File: src/rtl/cpu_defs_pkg.sv
`default_nettype none
// ============================================================================
//  Module   : cpu_defs_pkg
//  Purpose  : State codes, opcodes and mux-select encodings shared by the
//             multi-cycle controller, datapath and bench.
//  Revision : 1.0
// ============================================================================
package cpu_defs_pkg;

    typedef enum logic [3:0] {
        S_IDLE     = 4'd0,
        S_FETCH    = 4'd1,
        S_DECODE   = 4'd2,
        S_MEMADR   = 4'd3,
        S_MEMREAD  = 4'd4,
        S_MEMWB    = 4'd5,
        S_MEMWRITE = 4'd6,
        S_EXECR    = 4'd7,
        S_EXECI    = 4'd8,
        S_ALUWB    = 4'd9,
        S_JAL      = 4'd10,
        S_BEQ      = 4'd11,
        S_HALT     = 4'd12
    } state_e;

    localparam logic [6:0] c_OP_LOAD   = 7'b0000011;
    localparam logic [6:0] c_OP_STORE  = 7'b0100011;
    localparam logic [6:0] c_OP_RTYPE  = 7'b0110011;
    localparam logic [6:0] c_OP_ITYPE  = 7'b0010011;
    localparam logic [6:0] c_OP_JAL    = 7'b1101111;
    localparam logic [6:0] c_OP_BRANCH = 7'b1100011;

    localparam logic [1:0] c_SRCA_PC    = 2'b00;
    localparam logic [1:0] c_SRCA_OLDPC = 2'b01;
    localparam logic [1:0] c_SRCA_RS1   = 2'b10;

    localparam logic [1:0] c_SRCB_RS2  = 2'b00;
    localparam logic [1:0] c_SRCB_IMM  = 2'b01;
    localparam logic [1:0] c_SRCB_FOUR = 2'b10;

    localparam logic [1:0] c_ALUOP_ADD   = 2'b00;
    localparam logic [1:0] c_ALUOP_SUB   = 2'b01;
    localparam logic [1:0] c_ALUOP_FUNCT = 2'b10;

    localparam logic [1:0] c_RES_ALUOUT  = 2'b00;
    localparam logic [1:0] c_RES_MEMDATA = 2'b01;
    localparam logic [1:0] c_RES_ALU     = 2'b10;

    // Instruction boundary: a dropped run enable parks the controller in IDLE.
    function automatic state_e boundary_next(input logic run);
        return run ? S_FETCH : S_IDLE;
    endfunction

endpackage
`default_nettype wire

File: src/rtl/multi_cycle_ctrl.sv
`default_nettype none
// ============================================================================
//  Module   : multi_cycle_ctrl
//  Purpose  : Moore control FSM for a multi-cycle RISC-V style core with a
//             unified, variable-latency memory.
//  Revision : 1.0
// ============================================================================
module multi_cycle_ctrl
    import cpu_defs_pkg::*;
(
    input  logic       clk,
    input  logic       rst,
    input  logic       start,
    input  logic [6:0] opcode,
    input  logic       zero,
    input  logic       mem_ready,
    output logic       pcWrite,
    output logic       irWrite,
    output logic       adrSrc,
    output logic       memRead,
    output logic       memWrite,
    output logic       regWrite,
    output logic [1:0] ALUSrcA,
    output logic [1:0] ALUSrcB,
    output logic [1:0] ALUOp,
    output logic [1:0] resultSrc,
    output logic [3:0] state,
    output logic       halted
);

    state_e r_state_q;
    state_e w_state_d;

    always_comb begin
        w_state_d = r_state_q;
        case (r_state_q)
            S_IDLE:     if (start) w_state_d = S_FETCH;
            S_FETCH:    if (mem_ready) w_state_d = S_DECODE;
            S_DECODE: begin
                case (opcode)
                    c_OP_LOAD, c_OP_STORE: w_state_d = S_MEMADR;
                    c_OP_RTYPE:            w_state_d = S_EXECR;
                    c_OP_ITYPE:            w_state_d = S_EXECI;
                    c_OP_JAL:              w_state_d = S_JAL;
                    c_OP_BRANCH:           w_state_d = S_BEQ;
                    default:               w_state_d = S_HALT;
                endcase
            end
            S_MEMADR:   w_state_d = (opcode == c_OP_LOAD) ? S_MEMREAD : S_MEMWRITE;
            S_MEMREAD:  if (mem_ready) w_state_d = S_MEMWB;
            S_MEMWB:    w_state_d = boundary_next(start);
            S_MEMWRITE: if (mem_ready) w_state_d = boundary_next(start);
            S_EXECR:    w_state_d = S_ALUWB;
            S_EXECI:    w_state_d = S_ALUWB;
            S_ALUWB:    w_state_d = boundary_next(start);
            S_JAL:      w_state_d = S_ALUWB;
            S_BEQ:      w_state_d = boundary_next(start);
            S_HALT:     w_state_d = S_HALT;
            default:    w_state_d = S_HALT;
        endcase
    end

    always_ff @(posedge clk or negedge rst) begin
        if (!rst) r_state_q <= S_IDLE;
        else      r_state_q <= w_state_d;
    end

    // Outputs decode the state flop directly so reset silences them at once.
    always_comb begin
        pcWrite   = 1'b0;
        irWrite   = 1'b0;
        adrSrc    = 1'b0;
        memRead   = 1'b0;
        memWrite  = 1'b0;
        regWrite  = 1'b0;
        ALUSrcA   = c_SRCA_PC;
        ALUSrcB   = c_SRCB_RS2;
        ALUOp     = c_ALUOP_ADD;
        resultSrc = c_RES_ALUOUT;
        halted    = 1'b0;
        case (r_state_q)
            S_FETCH: begin
                memRead   = 1'b1;
                ALUSrcB   = c_SRCB_FOUR;
                resultSrc = c_RES_ALU;
                irWrite   = mem_ready;
                pcWrite   = mem_ready;
            end
            S_DECODE: begin
                ALUSrcA = c_SRCA_OLDPC;
                ALUSrcB = c_SRCB_IMM;
            end
            S_MEMADR: begin
                ALUSrcA = c_SRCA_RS1;
                ALUSrcB = c_SRCB_IMM;
            end
            S_MEMREAD: begin
                adrSrc  = 1'b1;
                memRead = 1'b1;
            end
            S_MEMWB: begin
                resultSrc = c_RES_MEMDATA;
                regWrite  = 1'b1;
            end
            S_MEMWRITE: begin
                adrSrc   = 1'b1;
                memWrite = 1'b1;
            end
            S_EXECR: begin
                ALUSrcA = c_SRCA_RS1;
                ALUOp   = c_ALUOP_FUNCT;
            end
            S_EXECI: begin
                ALUSrcA = c_SRCA_RS1;
                ALUSrcB = c_SRCB_IMM;
                ALUOp   = c_ALUOP_FUNCT;
            end
            S_ALUWB:  regWrite = 1'b1;
            S_JAL: begin
                ALUSrcA = c_SRCA_OLDPC;
                ALUSrcB = c_SRCB_FOUR;
                pcWrite = 1'b1;
            end
            S_BEQ: begin
                ALUSrcA = c_SRCA_RS1;
                ALUOp   = c_ALUOP_SUB;
                pcWrite = zero;
            end
            S_HALT:   halted = 1'b1;
            default: ;
        endcase
    end

    assign state = r_state_q;

endmodule
`default_nettype wire

File: config.mk
export PLATFORM = sky130hd
export DESIGN_NAME = multi_cycle_ctrl
export DESIGN_NICKNAME = d
export VERILOG_FILES = /design/src/rtl/cpu_defs_pkg.sv /design/src/rtl/multi_cycle_ctrl.sv
export SDC_FILE = /design/constraint.sdc
export NUM_CORES = 1
export LEC_CHECK = 0
export ABC_AREA = 1
export BUFFER_PORTS_ARGS = -buffer_cell sky130_fd_sc_hd__buf_2
export CAP_MARGIN = 20
export CELL_PAD_IN_SITES_DETAIL_PLACEMENT = 0
export CELL_PAD_IN_SITES_GLOBAL_PLACEMENT = 1
export CORE_MARGIN = 5
export CORE_UTILIZATION = 25
export DETAILED_ROUTE_END_ITERATION = 7
export PLACE_DENSITY_LB_ADDON = 0.08
export SETUP_SLACK_MARGIN = 0.02
export SLEW_MARGIN = 15
export SYNTH_ARGS = -nofsm -noshare
export SYNTH_HDL_FRONTEND = slang
export SYNTH_SLANG_ARGS = --single-unit
File: constraint.sdc
create_clock -name clk -period 1.6 [get_ports clk]
set_clock_uncertainty 0.05 [all_clocks]
set_input_delay 0.16 -clock clk [delete_from_list [all_inputs] [get_ports clk]]
set_output_delay 0.16 -clock clk [all_outputs]
set_load 0.05 [all_outputs]
==> metrics list <==
* Crit path max fanout: 7
- Setup repair after global routing could not meet its margin everywhere.
- Synthesis produced a netlist with a net count of 119.
* Required time reported for the critical path endpoint: 1.39 ns
- In this run the tightest slew margin relative to its limit is 0.805.
- After floorplanning, the core was divided into 16 placement rows.
- Time the worst path needs with I/O delays and setup: 1.64 ns
* Cell at the root of the clock tree: sky130_fd_sc_hd__clkbuf_4
- Count of input and output buffers: 30
- Number of standard cells after synthesis: 107
* Total half-perimeter wirelength after legalization and detailed placement: 1530 um
* Data arrival time at the worst-slack endpoint: 1.43 ns
- Final weighted congestion in routability-driven placement: 0.882
* Routed WL: 1850 um
- Clock Pin Slew Worst Setup and Hold Paths: 0.04 ns
- Final number of hold-violating endpoints: 0
- Clock buffer depth: 2
* I/O pin count: 31
- Cell type with the highest aggregate area in the netlist: sky130_fd_sc_hd__nand2_1
- After synthesis the netlist holds a flip-flop and latch count of 4.
- Tightest Pin Transition: 0.291 ns
- Post-route cell area: 948 um2
- Sum of overflow across all layers after global routing: 0
- The first detailed-routing pass took 4 iterations.
- Area enclosed by the die boundary: 3160 um2
* DIE WIDTH: 56.2 um
- Clock tree from TritonCTS: built
* Global-route wire length before repair: 2900 um
* Static leakage power: 0.569 nW
* Fraction of final layout cells with drive strength greater than 1: 0.456
- Max FFs per register: 4
- Final setup margin: -0.0401 ns
- Antenna-violating nets left: 0
* Total number of vias: 765
- The floorplan step defined a core boundary enclosing 2000 um2.
* Maximum vdd drop: 0.00115 V
- Total power density per cell area: 2220 nW/um2
- Total of max-cap violations: 0
* Via density per instance: 4.40
- Wl on met1: 802 um
- Prevailing post-synth register cell: sky130_fd_sc_hd__dfrtp_1
- Averaged over all synthesized cells, the footprint is 4.98 um2.
* Count of final max-slew check failures: 0
- For this run, design rule violations remaining after detail routing come to 0.
- The number of antenna diodes in the final layout is 0.
- The via count of the first global-routing pass was 716.
* Top sig layer: met4
* Count of unique library cells instantiated by Yosys: 13
- Share of the clock period used by the worst path: 1.03
- Run status: complete, but fails checks
- The initial utilization of the core area, before any placement, comes to 0.266.
- The net count of the finished layout is 161.
- The later pin in the worst-skew pair is clocked with a latency of 0.23 ns.
- Maximum number of pins on one net before global-route repair: 9
* Synth top cells by count: sky130_fd_sc_hd__nand2_1 (43), sky130_fd_sc_hd__inv_1 (20), sky130_fd_sc_hd__nor2_1 (19), sky130_fd_sc_hd__nand3_1 (7), sky130_fd_sc_hd__dfrtp_1 (4)
* Avg WL per Cell: 10.6 um
- Met3 wire length: 86 um
- Before CTS, the worst setup slack after placement is 0.0844 ns.
* Dominant cell by count in the synthesized netlist: sky130_fd_sc_hd__nand2_1
* Length in cells of the worst reg-to-reg path: 11
- Number of filler cells placed in the layout: 236
- The checks that failed: negative setup slack.
* Post-synthesis instance area: 533 um2
* Share of Yosys cell area claimed by the top area cell type: 0.303
- Die extent in y: 56.2 um
* Power after layout: 2.10 mW
- Crit path kind: reg -> out
* Top cells by area in the synthesized netlist: sky130_fd_sc_hd__nand2_1 (30%), sky130_fd_sc_hd__dfrtp_1 (19%), sky130_fd_sc_hd__inv_1 (14%), sky130_fd_sc_hd__nor2_1 (13%), sky130_fd_sc_hd__nand3_1 (6.6%)
- Syn-to-layout area delta: 77.9%
- For this run, asynchronously set or reset flops after synthesis account for 1.00.
- Max Clk Rate: 0.610 GHz
- For this run, the number of Yosys warnings is 0.
- Detailed router's first-iteration violation count: 11
- The routed design uses 943 um of met2 wire.
- Critical Path End Type: output port
- Count of flip-flops with a built-in enable after synthesis: 0
- For this run, the register share of the synthesized area comes to 0.188.
- The worst setup path is launched from a flip-flop.
- Clock H-tree levels: 1
* Number of antenna violations at the first check in global routing: 0
- Counting the buffers created by CTS gives 3.
- The setup check on the worst reg-to-reg path leaves a slack of 0.07 ns.
- Setup violations remaining at the end of the flow were counted as 1.
* Hold Path Class: in -> async
- TritonCTS sink count: 4
* Instance area at placement: 757 um2
* Global-route usage over all layers: 0.113
## area by class of cell
cell class                      instances  area, um2  share of cell area
Multi-Input combinational cell         83        418               0.441
Tap cell                               27       33.8              0.0356
Sequential cell                         4        108               0.113
Clock buffer                            3       22.5              0.0237
Timing Repair Buffer                   37        292               0.307
Inverter                               20       75.1              0.0792
## layout by cell type (no fill, tap or decap), drive strengths merged
master,netlist,final
a211o,1,1
a21oi,3,3
buf,0,35
clkbuf,0,4
dfrtp,4,4
dlygate4sd3,0,1
inv,20,20
nand2,43,43
nand3,7,7
nand4,1,1
nor2,20,20
nor3,2,2
o211ai,2,2
o21ai,4,4
## timing repair
action	4_1_cts	5_1_grt
setup buffers	1	4
gates cloned	0	0
endpoints found under the hold margin	4	0
endpoints found under the setup margin	13	15
hold buffers	1	0
pin swaps	4	3
gates resized for setup	17	29
## final timing paths
check / end / from
min in group clk: state[1] / mem_ready
max reg2reg: state[0] / state[3]
min reg2reg: state[1] / state[0]
min: state[3] / rst
max: pcWrite / state[3]
max in group asynchronous: state[2] / rst
## worst max-delay path, stage by stage, from the launching register on
cell and delay [ns]:
sky130_fd_sc_hd__dfrtp_4 0.51, sky130_fd_sc_hd__nor2_4 0.11, sky130_fd_sc_hd__inv_2 0.06, sky130_fd_sc_hd__nor2_4 0.09, sky130_fd_sc_hd__inv_2 0.05, sky130_fd_sc_hd__o211ai_1 0.15
sky130_fd_sc_hd__buf_4 0.22
## per-layer routing
metal  global-route usage  vias to the layer above
met5                    0                        -
met4               0.0475                        0
met3               0.0139                        2
met2                0.212                       18
met1                0.126                      333
li1                     -                      412
## cells by family (layout without fill, tap and decap cells)
family / Yosys count / after routing / synth area share
flip-flops: 4 / 4 / 0.188
AO/OA/AOI/OAI: 10 / 10 / 0.117
AND/OR/NAND/NOR: 73 / 73 / 0.554
buffers and inverters: 20 / 60 / 0.141
## power by group
part / total, mW / internal, mW / switching, mW
clock network: 0.122 / 0.0837 / 0.0385
registers: 0.254 / 0.158 / 0.0960
logic: 1.73 / 0.581 / 1.14
total: 2.10 / 0.823 / 1.28
## through the flow
stage	hold slack, ns	setup TNS, ns	util	std cells
after global placement	-0.0808	0	0.378	165
after floorplan	-0.186	-2.66	-	107
after CTS	0.208	-0.0771	0.421	170
final	0.209	-0.0401	0.474	174
after detailed placement	-0.0800	0	0.378	165
after global routing	0.216	-0.447	0.474	174
No activity file was read; power rests on OpenSTA's default activity.
